===== config.mk =====
export PLATFORM = sky130hd
export DESIGN_NAME = memory_write_sequencer
export DESIGN_NICKNAME = d
export VERILOG_FILES = /design/src/rtl/memory_write_sequencer.sv
export SDC_FILE = /design/constraint.sdc
export NUM_CORES = 1
export LEC_CHECK = 0
export CORE_MARGIN = 2
export CORE_UTILIZATION = 35
export CTS_CLUSTER_SIZE = 8
export DETAILED_ROUTE_END_ITERATION = 10
export GPL_TIMING_DRIVEN = 0
export SLEW_MARGIN = 40
export SYNTH_ARGS = -nofsm -noshare
export SYNTH_HDL_FRONTEND = slang
export SYNTH_SLANG_ARGS = --single-unit

===== constraint.sdc =====
create_clock -name clk -period 2.28 [get_ports clk]
set_clock_uncertainty 0.2 [all_clocks]
set_input_delay 0.342 -clock clk [delete_from_list [all_inputs] [get_ports clk]]
set_output_delay 0.342 -clock clk [all_outputs]
set_load 0.01 [all_outputs]

===== src/rtl/memory_write_sequencer.sv =====
// memory_write_sequencer: decodes framed configuration bytes (start address,
// word count, little-endian payload) into single-cycle writes on the parameter
// memory port, with address auto-increment and wrap at M-1.
module memory_write_sequencer #(
    parameter int M = 10,
    parameter int N = 8
) (
    input  logic                               clk,
    input  logic                               reset,
    input  logic                               frame_sync,
    input  logic [7:0]                         byte_in,
    input  logic                               byte_valid,
    output logic [N-1:0]                       mem_data,
    output logic [((M > 1) ? $clog2(M) : 1)-1:0] mem_addr,
    output logic                               mem_we,
    output logic                               busy,
    output logic                               done,
    output logic                               err
);
    localparam int AW  = (M > 1) ? $clog2(M) : 1;
    localparam int BPW = (N + 7) / 8;
    localparam int BW  = (BPW > 1) ? $clog2(BPW) : 1;

    typedef enum logic [2:0] {IDLE, HDR_ADDR, HDR_CNT, PAYLOAD, DRAIN} state_t;

    state_t        state, state_nx;
    logic [AW-1:0] addr_cnt;
    logic [7:0]    remain;
    logic [BW-1:0] byte_idx;
    logic [N-1:0]  asm_q, asm_nx;
    logic          addr_bad, word_end;

    // Header address check and end-of-word detection.
    always_comb begin
        addr_bad = ({24'd0, byte_in} >= 32'(M));
        word_end = (byte_idx == BW'(BPW - 1));
    end

    // Merge the incoming byte into the assembly word at its little-endian
    // position; bits beyond N simply have no destination.
    always_comb begin
        asm_nx = asm_q;
        for (int b = 0; b < N; b++) begin
            if (byte_idx == BW'(b / 8))
                asm_nx[b] = byte_in[b % 8];
        end
    end

    // State register.
    always_ff @(posedge clk or posedge reset) begin
        if (reset) state <= IDLE;
        else       state <= state_nx;
    end

    // Next-state logic; frame_sync overrides any byte in the same cycle.
    always_comb begin
        state_nx = state;
        if (frame_sync) begin
            state_nx = HDR_ADDR;
        end else if (byte_valid) begin
            case (state)
                HDR_ADDR: state_nx = addr_bad ? DRAIN : HDR_CNT;
                HDR_CNT:  state_nx = (byte_in == 8'd0) ? IDLE : PAYLOAD;
                PAYLOAD:  if (word_end && remain == 8'd1) state_nx = IDLE;
                default:  state_nx = state;
            endcase
        end
    end

    // Busy covers header and payload; DRAIN and IDLE are quiet.
    always_comb begin
        busy = (state == HDR_ADDR) || (state == HDR_CNT) || (state == PAYLOAD);
    end

    // Datapath: counters, word assembly and registered write port.
    always_ff @(posedge clk or posedge reset) begin
        if (reset) begin
            addr_cnt <= '0;
            remain   <= '0;
            byte_idx <= '0;
            asm_q    <= '0;
            mem_data <= '0;
            mem_addr <= '0;
            mem_we   <= 1'b0;
            done     <= 1'b0;
            err      <= 1'b0;
        end else begin
            mem_we <= 1'b0;
            done   <= 1'b0;
            if (frame_sync) begin
                err      <= 1'b0;
                byte_idx <= '0;
            end else if (byte_valid) begin
                case (state)
                    HDR_ADDR: begin
                        if (addr_bad) err <= 1'b1;
                        else          addr_cnt <= byte_in[AW-1:0];
                    end
                    HDR_CNT: begin
                        if (byte_in == 8'd0) begin
                            done <= 1'b1;
                        end else begin
                            remain   <= byte_in;
                            byte_idx <= '0;
                        end
                    end
                    PAYLOAD: begin
                        asm_q <= asm_nx;
                        if (word_end) begin
                            mem_we   <= 1'b1;
                            mem_addr <= addr_cnt;
                            mem_data <= asm_nx;
                            byte_idx <= '0;
                            remain   <= remain - 8'd1;
                            addr_cnt <= (addr_cnt == AW'(M - 1)) ? '0 : addr_cnt + AW'(1);
                            if (remain == 8'd1) done <= 1'b1;
                        end else begin
                            byte_idx <= byte_idx + BW'(1);
                        end
                    end
                    default: ;
                endcase
            end
        end
    end
endmodule


# Yosys cells after proc, flatten, opt, wreduce, memory -nomap -nowiden
# Index checks and enable logic that the tools add are counted.
word_totals:
  regBits: 39
  input_bits: 12
  output_inout_bits: 16
  word_cells: 84
classes:
  add_sub_neg: 3
  order_cmp: 1
  n_eq_ne: 10
  muxes: 40
  bitwise: 2
  n_reduce_logical: 18
op_table:
  columns: ["operator", "count"]
  rows:
  - ["$mux 1", 25]
  - ["$mux 8", 2]
  - ["$pmux 8 s2", 1]
  - ["$mux 3", 4]
  - ["$mux 4", 3]
  - ["$reduce_and 3->1", 4]
  - ["$reduce_and 5->1", 2]
  - ["$reduce_bool 2->1", 5]
  - ["$pmux 3 s3", 1]
  - ["$eq 8x1->1 const B", 1]
  - ["$ge 8x4->1 const B", 1]
  - ["$logic_not 8->1", 1]
  - ["$pmux 4 s2", 1]
  - ["$sub 8x1->8 const B", 1]
  - ["$eq 3x2->1 const B", 2]
  - ["$ne 2x2->1 const B", 3]
  - ["$ne 3x3->1 const B", 2]
  - ["$add 4x1->4 const B", 1]
  - ["$eq 4x4->1 const B", 1]
  - ["$pmux 1 s2", 2]
  - ["$reduce_and 4->1", 1]
  - ["$reduce_bool 4->1", 1]
  - ["$eq 3x1->1 const B", 1]
  - ["$reduce_bool 3->1", 1]
  - ["5 further kinds", 7]

# Depth between registers and ports, before layout
depth:
  ltp_word: 6
  mapped_depth: 6

# Worst setup path before layout
# No wires, ideal clock.
synth_timing:
  path_kind: "register to register"
  startpoint: "register state[2]"
  endpoint: "register mem_addr[0] in the netlist's numbering"
  setup_time_ns: 0.128
  t_arrival_ns: 1.388
  required_time_ns: 1.952
  slack_ns: 0.565
  path_stages_with_launch: 5
  synth_period_minus_slack_ns: 1.715
  path_cell_list: "dfrtp_1 > nand3b_4 > nor3b_4 > buf_6 > mux2_1"
synth_via:
  elab_chain_len: 2
synth_lines:
  columns: ["element", "line_no", "text"]
  rows:
  - ["from (decl)", "26", "state_t state, state_nx;"]
  - ["from (signal assigned)", "52", "else state <= state_nx;"]
  - ["$eq 3x2->1", "94", "case (state)"]
  - ["$reduce_and 4->1 (no line)", null, null]
  - ["to (signal assigned)", "111", "mem_addr <= addr_cnt;"]
  - ["to (decl)", "14", "output logic [((M > 1) ? $clog2(M) : 1)-1:0] mem_addr,"]
# No other way between the ends.
# A chain may end at the register's enable or synchronous reset.

# Worst setup path in the final report
layout_timing:
  startpoint: "register state[1]"
  endpoint: "output busy"
layout_via:
  elab_chain_len: 3
  elab_cells_between_ends: 5
  cone_classes: "eq/ne: 3; reduce/logical: 2"
layout_lines:
  columns: ["element", "line_no", "text"]
  rows:
  - ["$eq 3x1->1 / $eq 3x2->1 (equally long branches)", "72", "busy = (state == HDR_ADDR) || (state == HDR_CNT) || (state == PAYLOAD);"]
  - ["$logic_or 1x1->1", "72", null]
  - ["$logic_or 1x1->1 (*)", "72", null]
  - ["to (decl)", "16", "output logic busy,"]
# Mark *: on every way between the ends. The rest lies on a longest branch, timed or not.

==> flow_summary.ini <==
[finish]
utilization_pct = 46.5
stdcell_count = 240
diodes = 0
area_growth_pct = 26.3
drive_gt1_share_pct = 14.4
layout.nets = 201

[sta]
rsz0062_at_grt = no
setup_violations = 0
drv_slew = 0
maxSlewHeadroom_pct = 58.4
tightest_slew_ns = 0.623
finalCritPeriodShare_pct = 94.3
hold_viol = 0
finalCriticalPeriod_ns = 2.15
tns_ns = 0
clock.fmax_mhz = 465

[clock_tree]
cts_made_buffers = 5
cts_root_buffer = clkbuf_8
postCtsSetupBuffers = 0
cts.repair.resized = 0
worstSkewPairLatency_ns = 0.28
cts_tree = done
clk_pin_slew_worst_paths_ns = 0.07
htree_num_levels = 2
holdBufCountCts = 0
clkSinkCount = 30
clock_path_buffers = 2

[yosys]
synthTopCellsByArea = dfrtp_1 (46%), mux2_1 (6.2%), o21ai_0 (5.9%)
yosysTopAreaCell = dfrtp_1
synth-edff-count = 0
synth_area_per_cell_sq_um = 10.6
yosysTopAreaCellShare_pct = 46.2
ys_ff_latch = 30
syn_inst = 153
syn_area_sq_um = 1630
ys_types = 44
yosysMostFrequentCell = dfrtp_1
async_reset_ff_share_pct = 100
syn-num-nets = 167
synth-seq-area-share_pct = 46.2
ys.warnings.count = 0
ys_top_cells_by_count = dfrtp_1 (30), o21ai_0 (19), nor2_1 (13)
synth_ff_type = dfrtp_1

[global_routing]
track_usage_pct = 15.2
first_global_vias = 1240
antenna_found_initial = 0
grt_pass1_wl_microns = 6020
grt_max_degree = 31
overflow = 0

[worst_setup_path]
cpLargestDelayFamily = buffers and inverters
startpoint_type = flip-flop
cp.arrival_ns = 1.61
crit_path_end_kind = primary output
path_class = reg -> out
path_cells = buf_2 -> nor2_1 -> nor2_1 -> clkdlybuf4s50_1
required_ns = 1.74
max_stage_delay_ns = 0.48
slowest_stage = clkdlybuf4s50_1
crit_buf_inv = 2
worstPathMaxFanout = 9
r2r_slack_ns = 0.39
crit_top_cell = nor2_1

[power_and_ir_drop]
sw_frac_of_total_pct = 34.8
power_frac_comb_pct = 38.9
intPower_mw = 1.45
powerDensity_nw_per_um2 = 1080
power.clock.fraction_pct = 19.7
leakage_nw = 0.853
power.switching_mw = 0.774
seq_power_share_pct = 41.5
ir_drop_mv = 0.521

[die]
placementRows = 24
die_w_microns = 72.1
ios = 28
initial_core_util_pct = 36.8
fp.dieArea_sq_um = 5200
coreArea_sq_um = 4410
die_h_microns = 72.1

[run]
cap_violations = 0

[detailed_routing]
antenna_left = 0
drtIter0Drc = 42
avgRoutedWirePerCell_microns = 15.1
num_vias = 1303
postRouteWirelength_microns = 3640
viasPerCell = 5.43
drc = 0
drtPass1Iterations = 4

[place]
io_buffers = 27
place_congestion = 0.814
dp_cells = 232
dp_hpwl_microns = 2650

[status]
status = finished clean

[min_path]
hold_path_class = in -> async
## path summary, 6_finish.rpt
| path | depth (start not counted) | startpoint | to |
|---|---|---|---|
| hold / removal | 2 | reset | addr_cnt[3]$_DFFE_PP0P_ |
| hold reg to reg | 1 | mem_data[2]$_DFFE_PP0P_ | mem_data[2]$_DFFE_PP0P_ |
| min in group clk | 1 | mem_data[2]$_DFFE_PP0P_ | mem_data[2]$_DFFE_PP0P_ |
| max in group asynchronous | 2 | reset | remain[7]$_DFFE_PP0P_ |
| setup / recovery | 4 | state[1]$_DFFE_PP0P_ | busy |
| setup reg to reg | 4 | state[2]$_DFFE_PP0P_ | mem_addr[0]$_DFFE_PP0P_ |
## metal layers
metal | vias to the layer above | part of all wire [%] | global-route usage [%]
met5 | - | 0 | 0
met4 | 0 | 1.8 | 5.87
met2 | 43 | 46 | 22.6
met1 | 622 | 46 | 20.3
met3 | 7 | 6.3 | 5.14
li1 | 631 | - | -
## flip-flops by register name, summed over array words and instances (netlist names)
name	flops
addr_cnt	4
done	1
err	1
mem_addr	4
mem_data	8
mem_we	1
remain	8
state	3
## cells in the final DEF (no fill, tap or decap), drive strengths merged, types with 2 or more instances in the layout
cell and count:
o21a 2, o21ai 21, nor3b 3, a21oi 11
o221ai 2, nand2b 3, nor3 2, o31ai 3
clkbuf 7, ha 2, buf 8, mux2 12
a211oi 3, nand2 6, clkdlybuf4s50 27, nor4 5
inv 7, nor2 13, dfrtp 30
## cell families after synthesis
kind of cell,Yosys count,share of synthesized area (%)
adders and majority gates,2,1.54
AOI/OAI and AO/OA,52,20.2
buffers and inverters,15,5.16
and+or+nand+nor,42,18.6
muxes,12,8.31
DFF,30,46.2
## final cells by class
class / count / area [sq um]
buffer: 8 / 57.6
clock buffer: 7 / 86.3
clock inverter: 1 / 5.00
fill: 407 / 2360
inverter: 7 / 26.3
multi-input combinational: 108 / 791
sequential: 30 / 751
tap: 52 / 65.1
timing repair buffer: 27 / 270
## worst register-to-register path: stages, from the launching register on
cell and delay, ns:
dfrtp_1 0.48, nand3b_4 0.25, nor3b_4 0.32, buf_6 0.20
mux2_1 0.33
## per-stage QoR
| stage | hold WS, ns | worst slack (ns) | cell area [sq um] | power (mW) |
|---|---|---|---|---|
| after floorplan | 0.208 | 0.565 | 1630 | 1.41 |
| after detailed placement | 0.277 | -0.0260 | 1960 | 1.80 |
| after global routing | 0.307 | 0.0548 | 2050 | 2.38 |
| final | 0.265 | 0.131 | 2050 | 2.22 |
| after global placement | 0.270 | -0.0456 | 1960 | 1.76 |
| after CTS | 0.288 | 0.116 | 2050 | 2.25 |
## power by group through the flow
stage          Clock (mW)  Combinational [mW]  Sequential [mW]
6_report            0.438               0.864            0.922
5_1_grt             0.474               0.951            0.953
4_1_cts             0.451               0.874            0.921
3_5_place_dp            0               0.868            0.930
3_3_place_gp            0               0.846            0.917
2_1_floorplan           0               0.464            0.951
Power figures use the tool's default switching activity.
